--- config.mk ---
export PLATFORM = sky130hd
export DESIGN_NAME = reg_write_queue
export DESIGN_NICKNAME = d
export VERILOG_FILES = /design/src/rtl/reg_write_queue.sv
export SDC_FILE = /design/constraint.sdc
export NUM_CORES = 1
export LEC_CHECK = 0
export ABC_AREA = 1
export BUFFER_PORTS_ARGS = -buffer_cell sky130_fd_sc_hd__buf_4
export CORE_AREA = 2 2 100 102
export CTS_CLUSTER_DIAMETER = 200
export DETAILED_ROUTE_END_ITERATION = 8
export DIE_AREA = 0 0 102 104
export GPL_TIMING_DRIVEN = 1
export MAX_ROUTING_LAYER = met4
export PLACE_DENSITY = 0.79
export RECOVER_POWER = 50
export SYNTH_ARGS = -nofsm -noshare
export SYNTH_HDL_FRONTEND = slang
export SYNTH_SLANG_ARGS = --single-unit
--- constraint.sdc ---
create_clock -name clk -period 2 [get_ports clk]
set_input_delay 0.3 -clock clk [delete_from_list [all_inputs] [get_ports clk]]
set_output_delay 0.3 -clock clk [all_outputs]
set_load 0.01 [all_outputs]
--- src/rtl/reg_write_queue.sv ---
// reg_write_queue
// ---------------------------------------------------------------------------
// Write-side front end of the pipeline register file. ALU results and load
// data are collected into a small in-order queue and retired one per cycle
// onto the register file's single write port. Entries still waiting in the
// queue are forwarded to the decode-stage read addresses, so a reader never
// sees a stale register.
//
// Ports
//   clk                 rising-edge clock
//   rst                 asynchronous, active-low reset
//   alu_valid/addr/data ALU write request;  alu_ready when >= 1 slot is free
//   ld_valid/addr/data  load write request; ld_ready  when >= 2 slots are free
//   write_reg/addr/data register-file write port (head of the queue)
//   read1, read2        decode-stage read addresses
//   fwd1_hit/data       youngest pending value for read1 (data 0 on a miss)
//   fwd2_hit/data       youngest pending value for read2 (data 0 on a miss)
//   count               occupied entries
// ---------------------------------------------------------------------------
module reg_write_queue #(
    parameter int DATA_W = 8,
    parameter int ADDR_W = 3,
    parameter int DEPTH  = 4
) (
    input  logic                         clk,
    input  logic                         rst,
    input  logic                         alu_valid,
    input  logic [ADDR_W-1:0]            alu_addr,
    input  logic [DATA_W-1:0]            alu_data,
    output logic                         alu_ready,
    input  logic                         ld_valid,
    input  logic [ADDR_W-1:0]            ld_addr,
    input  logic [DATA_W-1:0]            ld_data,
    output logic                         ld_ready,
    output logic                         write_reg,
    output logic [ADDR_W-1:0]            write_addr,
    output logic [DATA_W-1:0]            write_data,
    input  logic [ADDR_W-1:0]            read1,
    input  logic [ADDR_W-1:0]            read2,
    output logic                         fwd1_hit,
    output logic [DATA_W-1:0]            fwd1_data,
    output logic                         fwd2_hit,
    output logic [DATA_W-1:0]            fwd2_data,
    output logic [$clog2(DEPTH+1)-1:0]   count
);

    localparam int PTR_W = (DEPTH > 2) ? $clog2(DEPTH) : 1;
    localparam int CNT_W = $clog2(DEPTH + 1);

    localparam logic [CNT_W-1:0] FREE1_LIMIT = CNT_W'(DEPTH);
    localparam logic [CNT_W-1:0] FREE2_LIMIT = CNT_W'(DEPTH - 1);

    logic [PTR_W-1:0]  head_q, head_d;
    logic [PTR_W-1:0]  tail_q, tail_d;
    logic [CNT_W-1:0]  count_q, count_d;
    logic [ADDR_W-1:0] mem_addr_q [DEPTH];
    logic [ADDR_W-1:0] mem_addr_d [DEPTH];
    logic [DATA_W-1:0] mem_data_q [DEPTH];
    logic [DATA_W-1:0] mem_data_d [DEPTH];

    logic              alu_enq;
    logic              ld_enq;
    logic              pop;
    logic [PTR_W-1:0]  wr_ptr;

    // Pointer arithmetic wraps explicitly so non-power-of-two depths work.
    function automatic logic [PTR_W-1:0] ptr_inc(input logic [PTR_W-1:0] p);
        return (p == PTR_W'(DEPTH - 1)) ? '0 : p + PTR_W'(1);
    endfunction

    function automatic logic [PTR_W-1:0] ptr_add(input logic [PTR_W-1:0] p,
                                                 input int unsigned      off);
        logic [PTR_W:0] sum;
        sum = {1'b0, p} + (PTR_W + 1)'(off);
        if (sum >= (PTR_W + 1)'(DEPTH)) begin
            sum = sum - (PTR_W + 1)'(DEPTH);
        end
        return sum[PTR_W-1:0];
    endfunction

    // Ready depends only on registered occupancy, never on the valids.
    assign alu_ready = (count_q < FREE1_LIMIT);
    assign ld_ready  = (count_q < FREE2_LIMIT);

    // r0 writes finish the handshake but are dropped here.
    assign alu_enq = alu_valid && alu_ready && (alu_addr != '0);
    assign ld_enq  = ld_valid  && ld_ready  && (ld_addr  != '0);

    // The register file always accepts, so a non-empty queue pops every edge.
    assign pop = (count_q != '0);

    always_comb begin
        head_d     = head_q;
        count_d    = count_q;
        mem_addr_d = mem_addr_q;
        mem_data_d = mem_data_q;
        wr_ptr     = tail_q;

        // ALU goes in first so a same-cycle load to the same register is the
        // younger entry and lands last.
        if (alu_enq) begin
            mem_addr_d[wr_ptr] = alu_addr;
            mem_data_d[wr_ptr] = alu_data;
            wr_ptr             = ptr_inc(wr_ptr);
        end
        if (ld_enq) begin
            mem_addr_d[wr_ptr] = ld_addr;
            mem_data_d[wr_ptr] = ld_data;
            wr_ptr             = ptr_inc(wr_ptr);
        end
        tail_d = wr_ptr;

        if (pop) begin
            head_d = ptr_inc(head_q);
        end

        count_d = count_q + CNT_W'(alu_enq) + CNT_W'(ld_enq) - CNT_W'(pop);
    end

    always_ff @(posedge clk or negedge rst) begin
        if (!rst) begin
            head_q  <= '0;
            tail_q  <= '0;
            count_q <= '0;
            for (int i = 0; i < DEPTH; i++) begin
                mem_addr_q[i] <= '0;
                mem_data_q[i] <= '0;
            end
        end else begin
            head_q     <= head_d;
            tail_q     <= tail_d;
            count_q    <= count_d;
            mem_addr_q <= mem_addr_d;
            mem_data_q <= mem_data_d;
        end
    end

    assign count      = count_q;
    assign write_reg  = pop;
    assign write_addr = pop ? mem_addr_q[head_q] : '0;
    assign write_data = pop ? mem_data_q[head_q] : '0;

    // Walk occupied entries oldest to youngest; a later match overwrites an
    // earlier one, which gives youngest-first priority.
    always_comb begin
        fwd1_hit  = 1'b0;
        fwd1_data = '0;
        fwd2_hit  = 1'b0;
        fwd2_data = '0;
        for (int i = 0; i < DEPTH; i++) begin
            if (CNT_W'(i) < count_q) begin
                if ((read1 != '0) && (mem_addr_q[ptr_add(head_q, i)] == read1)) begin
                    fwd1_hit  = 1'b1;
                    fwd1_data = mem_data_q[ptr_add(head_q, i)];
                end
                if ((read2 != '0) && (mem_addr_q[ptr_add(head_q, i)] == read2)) begin
                    fwd2_hit  = 1'b1;
                    fwd2_data = mem_data_q[ptr_add(head_q, i)];
                end
            end
        end
    end

endmodule
==> out/metrics.yaml <==
status:
  status: "finished with violations"
  violations: "setup timing"
worst_setup_path:
  reg2regPathDepth: 7
  critPathLaunchType: "register"
  cp.arrival_ps: 2390
  cpMostUsedCell: "nand2_1"
  cpPeakStageDelay_ps: 470
  crit_chain: "buf_6, nand2_1, nand3_2, nand2_2, nand2_2, nand3_4, nor2_4, buf_4, nand3_1, nand2_1, inv_2, nand2_1, nand2_1, buf_4"
  crit_fanout: 11
  crit_type: "register to primary output"
  rrSetupSlack_ps: -150
  critPathSlowestCell: "dfrtp_2"
  worstSetupEndpointType: "primary output"
  worst_ep_required_time_ps: 1700
synth:
  syn_area_per_cell_sq_um: 6.11
  synth_top_area_cell: "dfrtp_1"
  syn_inst: 819
  synth_xor_area_share_pct: 0.701
  synthesis.area_sq_mm: 0.00500
  synth_compound_area_share_pct: 16.5
  yosys.area.top_type_share_pct: 25.5
  synth_seq_cells: 51
  muxShareOfSynthArea_pct: 0
  synth_nets: 865
  yosysUniqueCellTypes: 35
  synth-simple-area-share_pct: 41.9
  synth_area_leaders: "dfrtp_1, nand2_1, nand3_1, o21ai_0, inv_1"
  synth_top_family_by_area: "simple AND/OR/NAND/NOR gates"
  ys.warnings.count: 0
  ys_seq_area_share_pct: 25.5
  synthAdderAreaFrac_pct: 3.80
job:
  cap_violations: 0
drt:
  routed_via_density: 5.72
  wl_per_cell_microns: 16.0
  firstDrtPassIters: 9
  drc: 0
  via_count: 6108
  dr_wl_met3_microns: 1570
  drt_iter0_drc: 569
  drt-total-wl_microns: 17100
  wl_met1_microns: 6880
  top_layer_used: "met4"
  wl_met2_microns: 7850
  postRouteAntennaNets: 0
sta:
  setup_slack_ps: -690
  worst_pin_slew_ps: 1270
  report.final.slew_viol_count: 0
  skew_ps: 2.80
  fin_crit_sh_pct: 134
  setup_viol: 29
  max_slew_margin_pct: 15.4
  fin_crit_ps: 2690
  max_freq_mhz: 372
  finalHoldViolations: 0
  rsz0062_at_grt: "yes"
placed_design:
  io_buffers: 66
  hpwlAfterDp_microns: 10700
  place_congestion: 1.01
  dp_slack_ps: -253
die:
  core_sq_mm: 0.00955
  dieArea_sq_mm: 0.0106
  die_h_microns: 104
  rows: 36
  die_x_microns: 102
  start_util_pct: 52.4
  ios: 67
clocking:
  clk_pin_slew_ps: 90
  clk_latency_ps: 310
  htree_levels: 2
  clock_sinks: 51
  clk_path_buf_depth: 2
  cts_root_buffer: "clkbuf_8"
  cts_tree: "built"
  numCtsBuffers: 5
global_routing:
  track_usage_pct: 30.9
  grt_pass1_vias: 5224
  grt_max_degree: 63
  gr-total-overflow: 0
  antenna_found_initial: 0
  grt_pass1_wl_microns: 26000
hold_path:
  hold_path.class: "primary input to asynchronous set/reset pin"
cells_and_area:
  n_antenna_cell: 0
  drive_above_1_share_pct: 33.6
  num-nets-final: 979
  syn2layout_area_growth_pct: 37.5
==> cell type report <==
class | instances | area (sq um)
inverters | 101 | 404
clock buffers | 6 | 82.6
multi-input cells | 640 | 3720
fillers | 741 | 2670
clock inverters | 2 | 35.0
well taps | 133 | 166
flip-flops and latches | 51 | 1280
repair buffers | 134 | 1190
==> state kept, by name, summed over array words and instances, names as in the netlist <==
| register | count |
|---|---|
| tail_q | 2 |
| mem_data_q | 32 |
| count | 3 |
| mem_addr_q | 12 |
| head_q | 2 |
==> cells by family after synthesis <==
family / Yosys count
simple gates: 467
fa+ha+maj: 14
buf+inv: 137
flops: 51
compound gates: 146
xor+xnor: 4
==> cells in the final DEF (no fill, tap or decap), types with 2 or more instances in the layout <==
cell type  count
nor2_4        14
inv_1         73
nand2_1      256
nor2_8         2
nor2_2         7
nand2_2       34
a31oi_1       19
o211ai_1      19
buf_6         12
inv_4          3
ha_1          10
o21ai_0       42
nand3_4        8
o22ai_1        6
dfrtp_1       49
dfrtp_2        2
ha_4           2
nand3_2       33
o21ai_1       37
nor2_1        50
o21ai_2       19
nand3_1       51
inv_2         22
fa_2           2
clkbuf_16      2
inv_6          2
nand2_4       15
buf_12         7
xor2_2         2
nor3_1         3
clkbuf_8       6
buf_4        110
==> metal layers <==
layer	vias to the layer above	global-route usage (%)
met5	-	-
met4	0	10.8
met3	94	2.89
met2	379	45.2
met1	2754	44.7
li1	2881	-
==> cells in the mapped netlist, drive strengths merged <==
| cell type | instances |
|---|---|
| o211ai | 19 |
| nor2 | 68 |
| o21ai | 98 |
| xnor2 | 1 |
| inv | 101 |
| ha | 12 |
| o22ai | 6 |
| and2 | 1 |
| dfrtp | 51 |
| o2111ai | 2 |
| nand3 | 92 |
| xor2 | 3 |
| a21oi | 1 |
| or3 | 1 |
| clkbuf | 7 |
| nor3 | 3 |
| fa | 2 |
| a31oi | 19 |
| buf | 29 |
| o31a | 1 |
| nand2 | 302 |
==> worst paths after layout <==
path,startpoint,endpoint
worst max-delay path,head_q[0],fwd2_data[7]
worst min-delay path,rst,mem_data_q[10]
worst max register to register,count[1],count[1]
worst min register to register,mem_addr_q[10],mem_addr_q[10]
max in group asynchronous,rst,count[1]
min in group clk,ld_data[3],mem_data_q[11]
==> stage by stage <==
stage / utilization (%) / cell area (sq um) / hold WS (ps) / setup TNS, ps / instances
after global routing: 72.0 / 6880 / 283 / -15840 / 1067
final: 72.0 / 6880 / 255 / -12370 / 1067
after floorplan: - / 5070 / 4.41 / 0 / 819
after detailed placement: 62.5 / 5970 / 367 / -6920 / 1033
after global placement: 62.5 / 5970 / 367 / -4080 / 1033
after CTS: 69.1 / 6600 / 35.4 / -9720 / 1057
==> worst max-delay path, delay by kind of cell, from the launching register on <==
kind / cells / cell delay, ps
buffers and inverters: 4 / 510
and+or+nand+nor: 10 / 1080
DFF: 1 / 470
==> timing repair <==
item                       in CTS  in global routing
hold buffers                    0                  0
resized for setup             125                 39
setup endpoints to repair      51                 39
setup buffers                   8                  8
pin swaps                      44                 20
cloned                          9                  3
Power is not shown: default switching activity piles up to over one toggle a cycle in this logic, so the estimate is an artifact.
